File: src/rtl/tick_gen.sv
// Prescaled tick generator with start/stop toggle and clear for the timer datapath.
// Button is synchronized and edge-detected; ticks pulse once per CLK_DIV cycles in RUN.
module tick_gen #(
  parameter  int CLK_DIV = 100_000,
  localparam int DIV_W   = (CLK_DIV == 1) ? 1 : $clog2(CLK_DIV)
) (
  input  logic             clk,
  input  logic             reset_n,
  input  logic             start_stop,
  input  logic             clear,
  output logic             tick,
  output logic             clear_out,
  output logic             running,
  output logic [DIV_W-1:0] div_count
);

  typedef enum logic [1:0] {IDLE = 2'd0, RUN = 2'd1, PAUSE = 2'd2} state_t;

  localparam logic [DIV_W-1:0] DIV_MAX = DIV_W'(CLK_DIV - 1);

  state_t           state, state_nxt;
  logic [DIV_W-1:0] div_nxt;
  logic             s1, s2, s3;
  logic             press;

  // Loading ones on reset keeps a button held through reset from reading as a press.
  always_ff @(posedge clk) begin
    if (!reset_n) begin
      s1 <= 1'b1;
      s2 <= 1'b1;
      s3 <= 1'b1;
    end else begin
      s1 <= start_stop;
      s2 <= s1;
      s3 <= s2;
    end
  end

  assign press = s2 & ~s3;

  always_comb begin
    state_nxt = state;
    div_nxt   = div_count;
    if (clear) begin
      state_nxt = IDLE;
      div_nxt   = '0;
    end else begin
      case (state)
        IDLE: begin
          div_nxt = '0;
          if (press) state_nxt = RUN;
        end
        // The prescaler advances in the cycle of a pause press, so a terminal
        // cycle still wraps to zero as the block drops into PAUSE.
        RUN: begin
          div_nxt = (div_count == DIV_MAX) ? '0 : div_count + DIV_W'(1);
          if (press) state_nxt = PAUSE;
        end
        PAUSE: begin
          if (press) state_nxt = RUN;
        end
        default: begin
          state_nxt = IDLE;
          div_nxt   = '0;
        end
      endcase
    end
  end

  always_ff @(posedge clk) begin
    if (!reset_n) begin
      state     <= IDLE;
      div_count <= '0;
      tick      <= 1'b0;
      clear_out <= 1'b0;
      running   <= 1'b0;
    end else begin
      state     <= state_nxt;
      div_count <= div_nxt;
      tick      <= (state == RUN) && (div_count == DIV_MAX) && !clear;
      clear_out <= clear;
      running   <= (state_nxt == RUN);
    end
  end

endmodule

File: config.mk
export PLATFORM = sky130hd
export DESIGN_NAME = tick_gen
export DESIGN_NICKNAME = d
export VERILOG_FILES = /design/src/rtl/tick_gen.sv
export SDC_FILE = /design/constraint.sdc
export NUM_CORES = 1
export LEC_CHECK = 0
export ABC_CLOCK_PERIOD_IN_PS = 4590
export BUFFER_PORTS_ARGS = -buffer_cell sky130_fd_sc_hd__buf_2
export CELL_PAD_IN_SITES_DETAIL_PLACEMENT = 0
export CELL_PAD_IN_SITES_GLOBAL_PLACEMENT = 2
export CORE_UTILIZATION = 33
export DETAILED_ROUTE_END_ITERATION = 8
export GPL_ROUTABILITY_DRIVEN = 0
export PLACE_DENSITY_LB_ADDON = 0.1
export SYNTH_ARGS = -nofsm -noshare
export SYNTH_HDL_FRONTEND = slang
export SYNTH_SLANG_ARGS = --single-unit
File: constraint.sdc
create_clock -name clk -period 4.59 [get_ports clk]
set_input_delay 1.377 -clock clk [delete_from_list [all_inputs] [get_ports clk]]
set_output_delay 1.377 -clock clk [all_outputs]
set_load 0.02 [all_outputs]
==> results.tsv, run 1 <==
stage	metric	value	unit
status	status	finished, final reports clean	
detailed_routing	drt first pass iters	4	
timing	Final Skew	0.00916	ns
synth	syn_area_per_cell	8.25	um^2
placed_design	post-placement cell count	210	
detailed_routing	Remaining DRCs	0	
clock_tree	TritonCTS clock tree	yes	
worst_setup_path	cells on worst reg2reg path	6	
clock_tree	clock sinks	25	
synth	syn nets	149	
detailed_routing	Via Count	1135	
synth	Syn. warnings	0	
synth	Yosys reg bits	25	
timing	slew at the pin with the worst max-slew slack	0.425	ns
die	initial core utilization	0.351	
global_routing	GRT Util Overall	0.173	
die	height of the die	62.0	um
worst_setup_path	WP data required	3.21	ns
worst_hold_path	startpoint of the worst hold path	s1	
clock_tree	post-cts sizing count	0	
worst_setup_path	CP bufs+invs	1	
worst_setup_path	Critical R2R Capture	div_count[13]	
pwr	Power Density	240	nW/um^2
clock_tree	CTS Buffer Depth	2	
detailed_routing	total wire length	3000	um
finish	Final nets	174	
worst_setup_path	CP Cell Sequence	buf_2	
finish	commonest cells after routing, fill and taps aside	dfxtp_1 (25), buf_2 (23), nand3_1 (14), nand2_1 (14), nor2_1 (13)	
global_routing	antenna violations before repair	0	
timing	Final Max Tran Viols	0	
finish	Layout fillers	367	
finish	most common cell after layout, fill and taps aside	dfxtp_1	
die	IO Pins	24	
detailed_routing	Final ANT Viol Nets	0	
pwr	PnR Total Power	330	uW
detailed_routing	1st-iter DRT viols	32	
die	row count	21	
die	Die W	62.0	um
synth	Syn Inst Count	144	
timing	Slew headroom	0.717	
worst_setup_path	nature of the critical path startpoint	flip-flop	
clock_tree	Post-CTS Setup Repair Bufs	0	
placed_design	post-detail-place hpwl	2090	um
pwr	clock share of power	0.309	
detailed_routing	number of vias per cell	5.30	
timing	RSZ-0062 raised after global routing	false	
worst_setup_path	slowest CP cell	dfxtp_1	
pwr	Flop pwr share	0.665	
pwr	Peak VDD IR	0.107	mV
worst_hold_path	Min-Delay Endpoint	s2	
timing	period utilisation layout	0.533	
clock_tree	clock latency on the worst-skew pair	0.33	ns
timing	Final setup viols	0	
worst_setup_path	crit end category	primary output	
clock_tree	H-Tree Depth	1	
pwr	switching pwr	75.3	uW
worst_setup_path	worst reg2reg path startpoint	div_count[0]	
global_routing	GRT overflow	0	
worst_setup_path	Reg2Reg Setup Slack	2.47	ns
clock_tree	hold-fix buffer count after cts	0	
flow_run	max cap viols	0	
clock_tree	CTS root buf	clkbuf_4	
pwr	P_leak	0.000520	uW
finish	Area Overhead vs Synth	15.6	%
synth	sequential area share after synthesis	0.421	
pwr	switching part of the total	0.228	
worst_setup_path	CP Max Fanout	7	
worst_setup_path	crit-path leading delay family	flip-flops	
detailed_routing	Avg WL per Cell	14.0	um
pwr	P_int	255	uW
global_routing	vias in the first global route	996	
synth	ys async rst share	0	
worst_hold_path	WHS Path Cells	1	
clock_tree	number of CTS-inserted buffers	3	
pwr	Gate power share	0.027	
finish	ANT cells	0	
worst_hold_path	min-delay worst type	flip-flop to flip-flop	
synth	Cell Area, Synth	1190	um^2
placed_design	Port Buffers	23	
worst_setup_path	Worst Path Arrival	1.07	ns
global_routing	first-pass GRT wire length	4830	um
global_routing	largest net degree at the start of global routing	15	
finish	share of layout cells above drive strength 1	0.185	
timing	Max Freq	409	MHz
finish	fin cells	214	
die	core area	3390	um^2
worst_setup_path	critical path type	flip-flop to primary output	
die	Die ar.	3850	um^2
synth	Main synth FF type	dfxtp_1	
timing	final hold viol count	0	
clock_tree	Reg clk slew, reported paths	0.15	ns
synth	synth unique cells	37	
timing	Tmin final	2.45	ns
worst_setup_path	CP peak stage delay	0.52	ns
timing	Fin Setup TNS	0	ns
synth	EDFF count, synth	0	
## state kept, by name, summed over array words and instances, names as in the netlist
name / count
clear_out: 1
div_count: 17
running: 1
s1: 1
s2: 1
s3: 1
state: 2
tick: 1
## power groups by stage
stage | Clock (uW) | Sequential (uW) | Combinational, uW
global route | 116 | 220 | 10.1
detailed placement | 0 | 224 | 8.92
global placement | 0 | 224 | 8.67
CTS | 109 | 219 | 8.99
floorplan | 0 | 225 | 5.04
finish | 102 | 219 | 8.83
## worst max-delay path by stage
stage | start | end | slack (ns) | cells after the start
after floorplan | clear | div_count[13] | 2.18 | 6
after global placement | clear | div_count[13] | 1.89 | 6
after detailed placement | clear | div_count[13] | 1.81 | 6
after CTS | clear | div_count[13] | 2.13 | 6
after global routing | clear | div_count[13] | 2.02 | 6
final | div_count[4] | div_count[4] | 2.14 | 1
## logic make-up after synthesis
family,synth area share
multiplexers,0.0263
flip-flops,0.421
AO/OA/AOI/OAI,0.164
AND/OR/NAND/NOR,0.355
XOR/XNOR,0.00737
adder cells (fa/ha/maj),0.0105
buffers and inverters,0.0158
## area by class of cell
class,count,area [um^2],share of cell area
multi-input combinational,115,669,0.487
tap,46,57.6,0.0419
clock buffer,3,22.5,0.0164
sequential,25,500,0.364
clock inverter,1,5.00,0.00364
inverter,1,3.75,0.00273
timing repair buffer,23,115,0.0838
## metrics by stage
stage	area [um^2]	util	setup WS [ns]	hold WS, ns
2_1_floorplan	1190	-	2.18	0.386
3_3_place_gp	1350	0.397	1.89	0.396
3_5_place_dp	1350	0.397	1.81	0.403
4_1_cts	1370	0.405	2.13	0.443
5_1_grt	1370	0.405	2.02	0.455
6_report	1370	0.405	2.14	0.434
## layer usage
| metal | global-route usage | part of all wire | wire [um] | up-vias |
|---|---|---|---|---|
| met1 | 0.248 | 0.50 | 1490 | 529 |
| met2 | 0.258 | 0.45 | 1350 | 24 |
| li1 | - | - | - | 576 |
| met5 | 0 | 0 | 0 | - |
| met3 | 0.0269 | 0.036 | 109 | 6 |
| met4 | 0.0667 | 0.017 | 51 | 0 |
## cell usage after synthesis, types with 2 or more instances
library cell / number / area (um^2)
dfxtp_1: 25 / 500
nand2_1: 14 / 52.6
nand3_1: 14 / 70.1
nor2_1: 13 / 48.8
a21oi_1: 8 / 40.0
o21ai_0: 8 / 40.0
nor3_1: 7 / 35.0
nand2b_1: 6 / 37.5
and2_1: 4 / 25.0
nand4_1: 4 / 25.0
a22oi_1: 3 / 22.5
nor2b_1: 3 / 18.8
nor4_1: 3 / 18.8
or3_1: 3 / 18.8
and3_1: 2 / 12.5
buf_2: 2 / 10.0
mux2i_1: 2 / 20.0
nand3b_1: 2 / 15.0
o21a_1: 2 / 15.0
o41ai_1: 2 / 17.5
Note: power is estimated with default switching activity, not from simulation.
==> inputs of run 2 (changes only) <==
ABC_CLOCK_PERIOD_IN_PS = 2430   (was 4590)
CORE_UTILIZATION = 31   (was 33)
clock period = 2.43 ns   (was 4.59 ns; I/O delays follow)
==> run 2 against run 1 <==
Effect of this change:
- critical endpoint is now div_count[13]
- first-iteration DRC count rose by 120%
- global-route usage fell by 0.77 points
- largest cell class unchanged
- register-to-register slack got worse by 2.1 ns
- power rose by 110%
- die area rose by 6.2%
==> results.tsv, run 2 (synthesized netlist as in run 1, its figures left out) <==
stage	metric	value	unit	change
clock_tree	CTS Buffer Depth	2		unchanged
finish	Reg with most FFs	div_count		
finish	most common cell after layout, fill and taps aside	dfxtp_1		
pwr	Flop pwr share	0.606		-0.059
pwr	switching pwr	146	uW	+93%
global_routing	first-pass GRT wire length	5290	um	+9.4%
detailed_routing	1st-iter DRT viols	69		+120%
worst_setup_path	Worst Path Arrival	2.19	ns	+1.12 ns
die	Die W	63.9	um	+3.1%
global_routing	GRT overflow	0		unchanged
worst_setup_path	CP peak stage delay	0.43	ns	-0.09 ns
detailed_routing	Avg WL per Cell	13.9	um	-0.79%
clock_tree	clock sinks	25		unchanged
placed_design	post-detail-place hpwl	2250	um	+7.4%
finish	Area Overhead vs Synth	18.5	%	
timing	Final Skew	0.00764	ns	-0.00152 ns
die	core area	3660	um^2	+8.0%
worst_setup_path	WP data required	2.59	ns	-0.62 ns
finish	Largest regs	div_count (17), state (2)		
timing	RSZ-0062 raised after global routing	false		
clock_tree	TritonCTS clock tree	yes		
worst_setup_path	crit-path leading delay family	simple AND/OR/NAND/NOR gates		
clock_tree	hold-fix buffer count after cts	0		unchanged
pwr	switching part of the total	0.213		-0.0148
worst_setup_path	CP bufs+invs	0		-1
pwr	Peak VDD IR	0.170	mV	+59%
pwr	clock share of power	0.368		+0.059
timing	Max Freq	492	MHz	
worst_setup_path	nature of the critical path startpoint	flip-flop		
detailed_routing	Remaining DRCs	0		unchanged
worst_hold_path	WHS Path Cells	1		unchanged
status	status	finished, final reports clean		
detailed_routing	drt first pass iters	4		unchanged
worst_setup_path	Critical R2R Capture	div_count[13]		
worst_setup_path	crit end category	flip-flop		
worst_setup_path	slowest CP cell	dfxtp_1		
timing	Fin Setup TNS	0	ns	unchanged
worst_setup_path	worst reg2reg path startpoint	div_count[0]		
timing	Slew headroom	0.676		-0.0412
global_routing	antenna violations before repair	0		unchanged
timing	Final setup viols	0		unchanged
detailed_routing	Via Count	1108		-2.4%
flow_run	max cap viols	0		unchanged
worst_setup_path	CP Cell Sequence	ha_1 > nand3_1 > nand3b_1 > o21ai_4 > o21ai_1 > mux2_2		
finish	Final nets	176		+1.1%
clock_tree	CTS root buf	clkbuf_8		
die	Die ar.	4090	um^2	+6.2%
pwr	P_leak	0.000535	uW	+2.9%
clock_tree	clock latency on the worst-skew pair	0.27	ns	-0.06 ns
worst_setup_path	Reg2Reg Setup Slack	0.40	ns	-2.07 ns
global_routing	vias in the first global route	1079		+8.3%
clock_tree	Post-CTS Setup Repair Bufs	0		unchanged
detailed_routing	total wire length	3030	um	+1.1%
finish	max reg flops	17		unchanged
die	IO Pins	24		unchanged
worst_setup_path	CP Max Fanout	9		+2
clock_tree	Reg clk slew, reported paths	0.09	ns	-0.06 ns
worst_setup_path	cells on worst reg2reg path	6		unchanged
finish	commonest cells after routing, fill and taps aside	dfxtp_1 (25), buf_2 (23), nand3_1 (14), nand2_1 (14), nor2_1 (13)		
finish	ANT cells	0		unchanged
worst_hold_path	min-delay worst type	flip-flop to flip-flop		
die	initial core utilization	0.325		-0.0260
worst_hold_path	Min-Delay Endpoint	s2		
detailed_routing	Final ANT Viol Nets	0		unchanged
timing	Tmin final	2.03	ns	
pwr	P_int	538	uW	+110%
global_routing	GRT Util Overall	0.165		-0.00770
clock_tree	post-cts sizing count	0		unchanged
timing	final hold viol count	0		unchanged
timing	Final Max Tran Viols	0		unchanged
clock_tree	number of CTS-inserted buffers	3		unchanged
worst_hold_path	startpoint of the worst hold path	s1		
detailed_routing	number of vias per cell	5.08		-4.2%
finish	share of layout cells above drive strength 1	0.188		+0.00371
worst_setup_path	critical path type	flip-flop to flip-flop		
global_routing	largest net degree at the start of global routing	14		-1
die	row count	22		+4.8%
timing	slew at the pin with the worst max-slew slack	0.487	ns	+0.0617 ns
finish	utilization after layout	0.385		-0.0205
clock_tree	H-Tree Depth	1		unchanged
placed_design	Port Buffers	23		unchanged
timing	period utilisation layout	0.836		
die	height of the die	63.9	um	+3.1%
pwr	Power Density	485	nW/um^2	+100%
pwr	Gate power share	0.027		about the same
-- run 2: cell types whose count changed in the layout (fill, tap and decap cells not counted), sizes merged --
cell / before / now
buf: 23 / 25
clkbuf: 3 / 4
clkinv: 1 / 0
-- run 2: how the worst max path moves through the flow --
stage	start	to	cells past startpoint
finish	div_count[0]	div_count[13]	6
global route	div_count[0]	div_count[13]	6
CTS	div_count[0]	div_count[13]	6
detailed placement	div_count[0]	div_count[13]	6
global placement	clear	div_count[13]	6
floorplan	div_count[0]	div_count[13]	6
-- run 2: power by group through the flow --
stage | Clock [uW] | Sequential [uW] | Combinational, uW
floorplan | 0 | 425 | 9.53
global placement | 0 | 423 | 18.6
detailed placement | 0 | 423 | 18.6
CTS | 259 | 414 | 18.7
global route | 278 | 414 | 20.6
finish | 251 | 414 | 18.2
-- run 2: per-stage QoR --
stage	setup WS (ns)	cell area (um^2)	hold WS, ns	power [uW]	instances
5_1_grt	0.193	1410	0.476	713	218
2_1_floorplan	0.538	1190	0.386	434	144
4_1_cts	0.404	1410	0.449	691	218
6_report	0.399	1410	0.449	683	218
3_3_place_gp	0.462	1360	0.410	442	214
3_5_place_dp	0.418	1360	0.423	442	214
-- run 2: worst register-to-register path, cell delays in order (launching register included) --
cell and delay (ns):
dfxtp_1 0.43, ha_1 0.34, nand3_1 0.16, nand3b_1 0.29
o21ai_4 0.33, o21ai_1 0.11, mux2_2 0.26
-- run 2: layer usage --
layer,vias to the layer above,global-route usage,wire (um)
li1,582,-,-
met1,507,0.218,1460
met2,19,0.281,1490
met3,0,0.0268,82
met4,0,0.0341,0
met5,-,0,0
-- run 2: cell type report --
class                      count  area, um^2
multi-input combinational    115         669
fill                         378        2250
clock buffer                   4        45.0
timing repair buffer          25         130
tap                           48        60.1
inverter                       1        3.75
sequential                    25         500
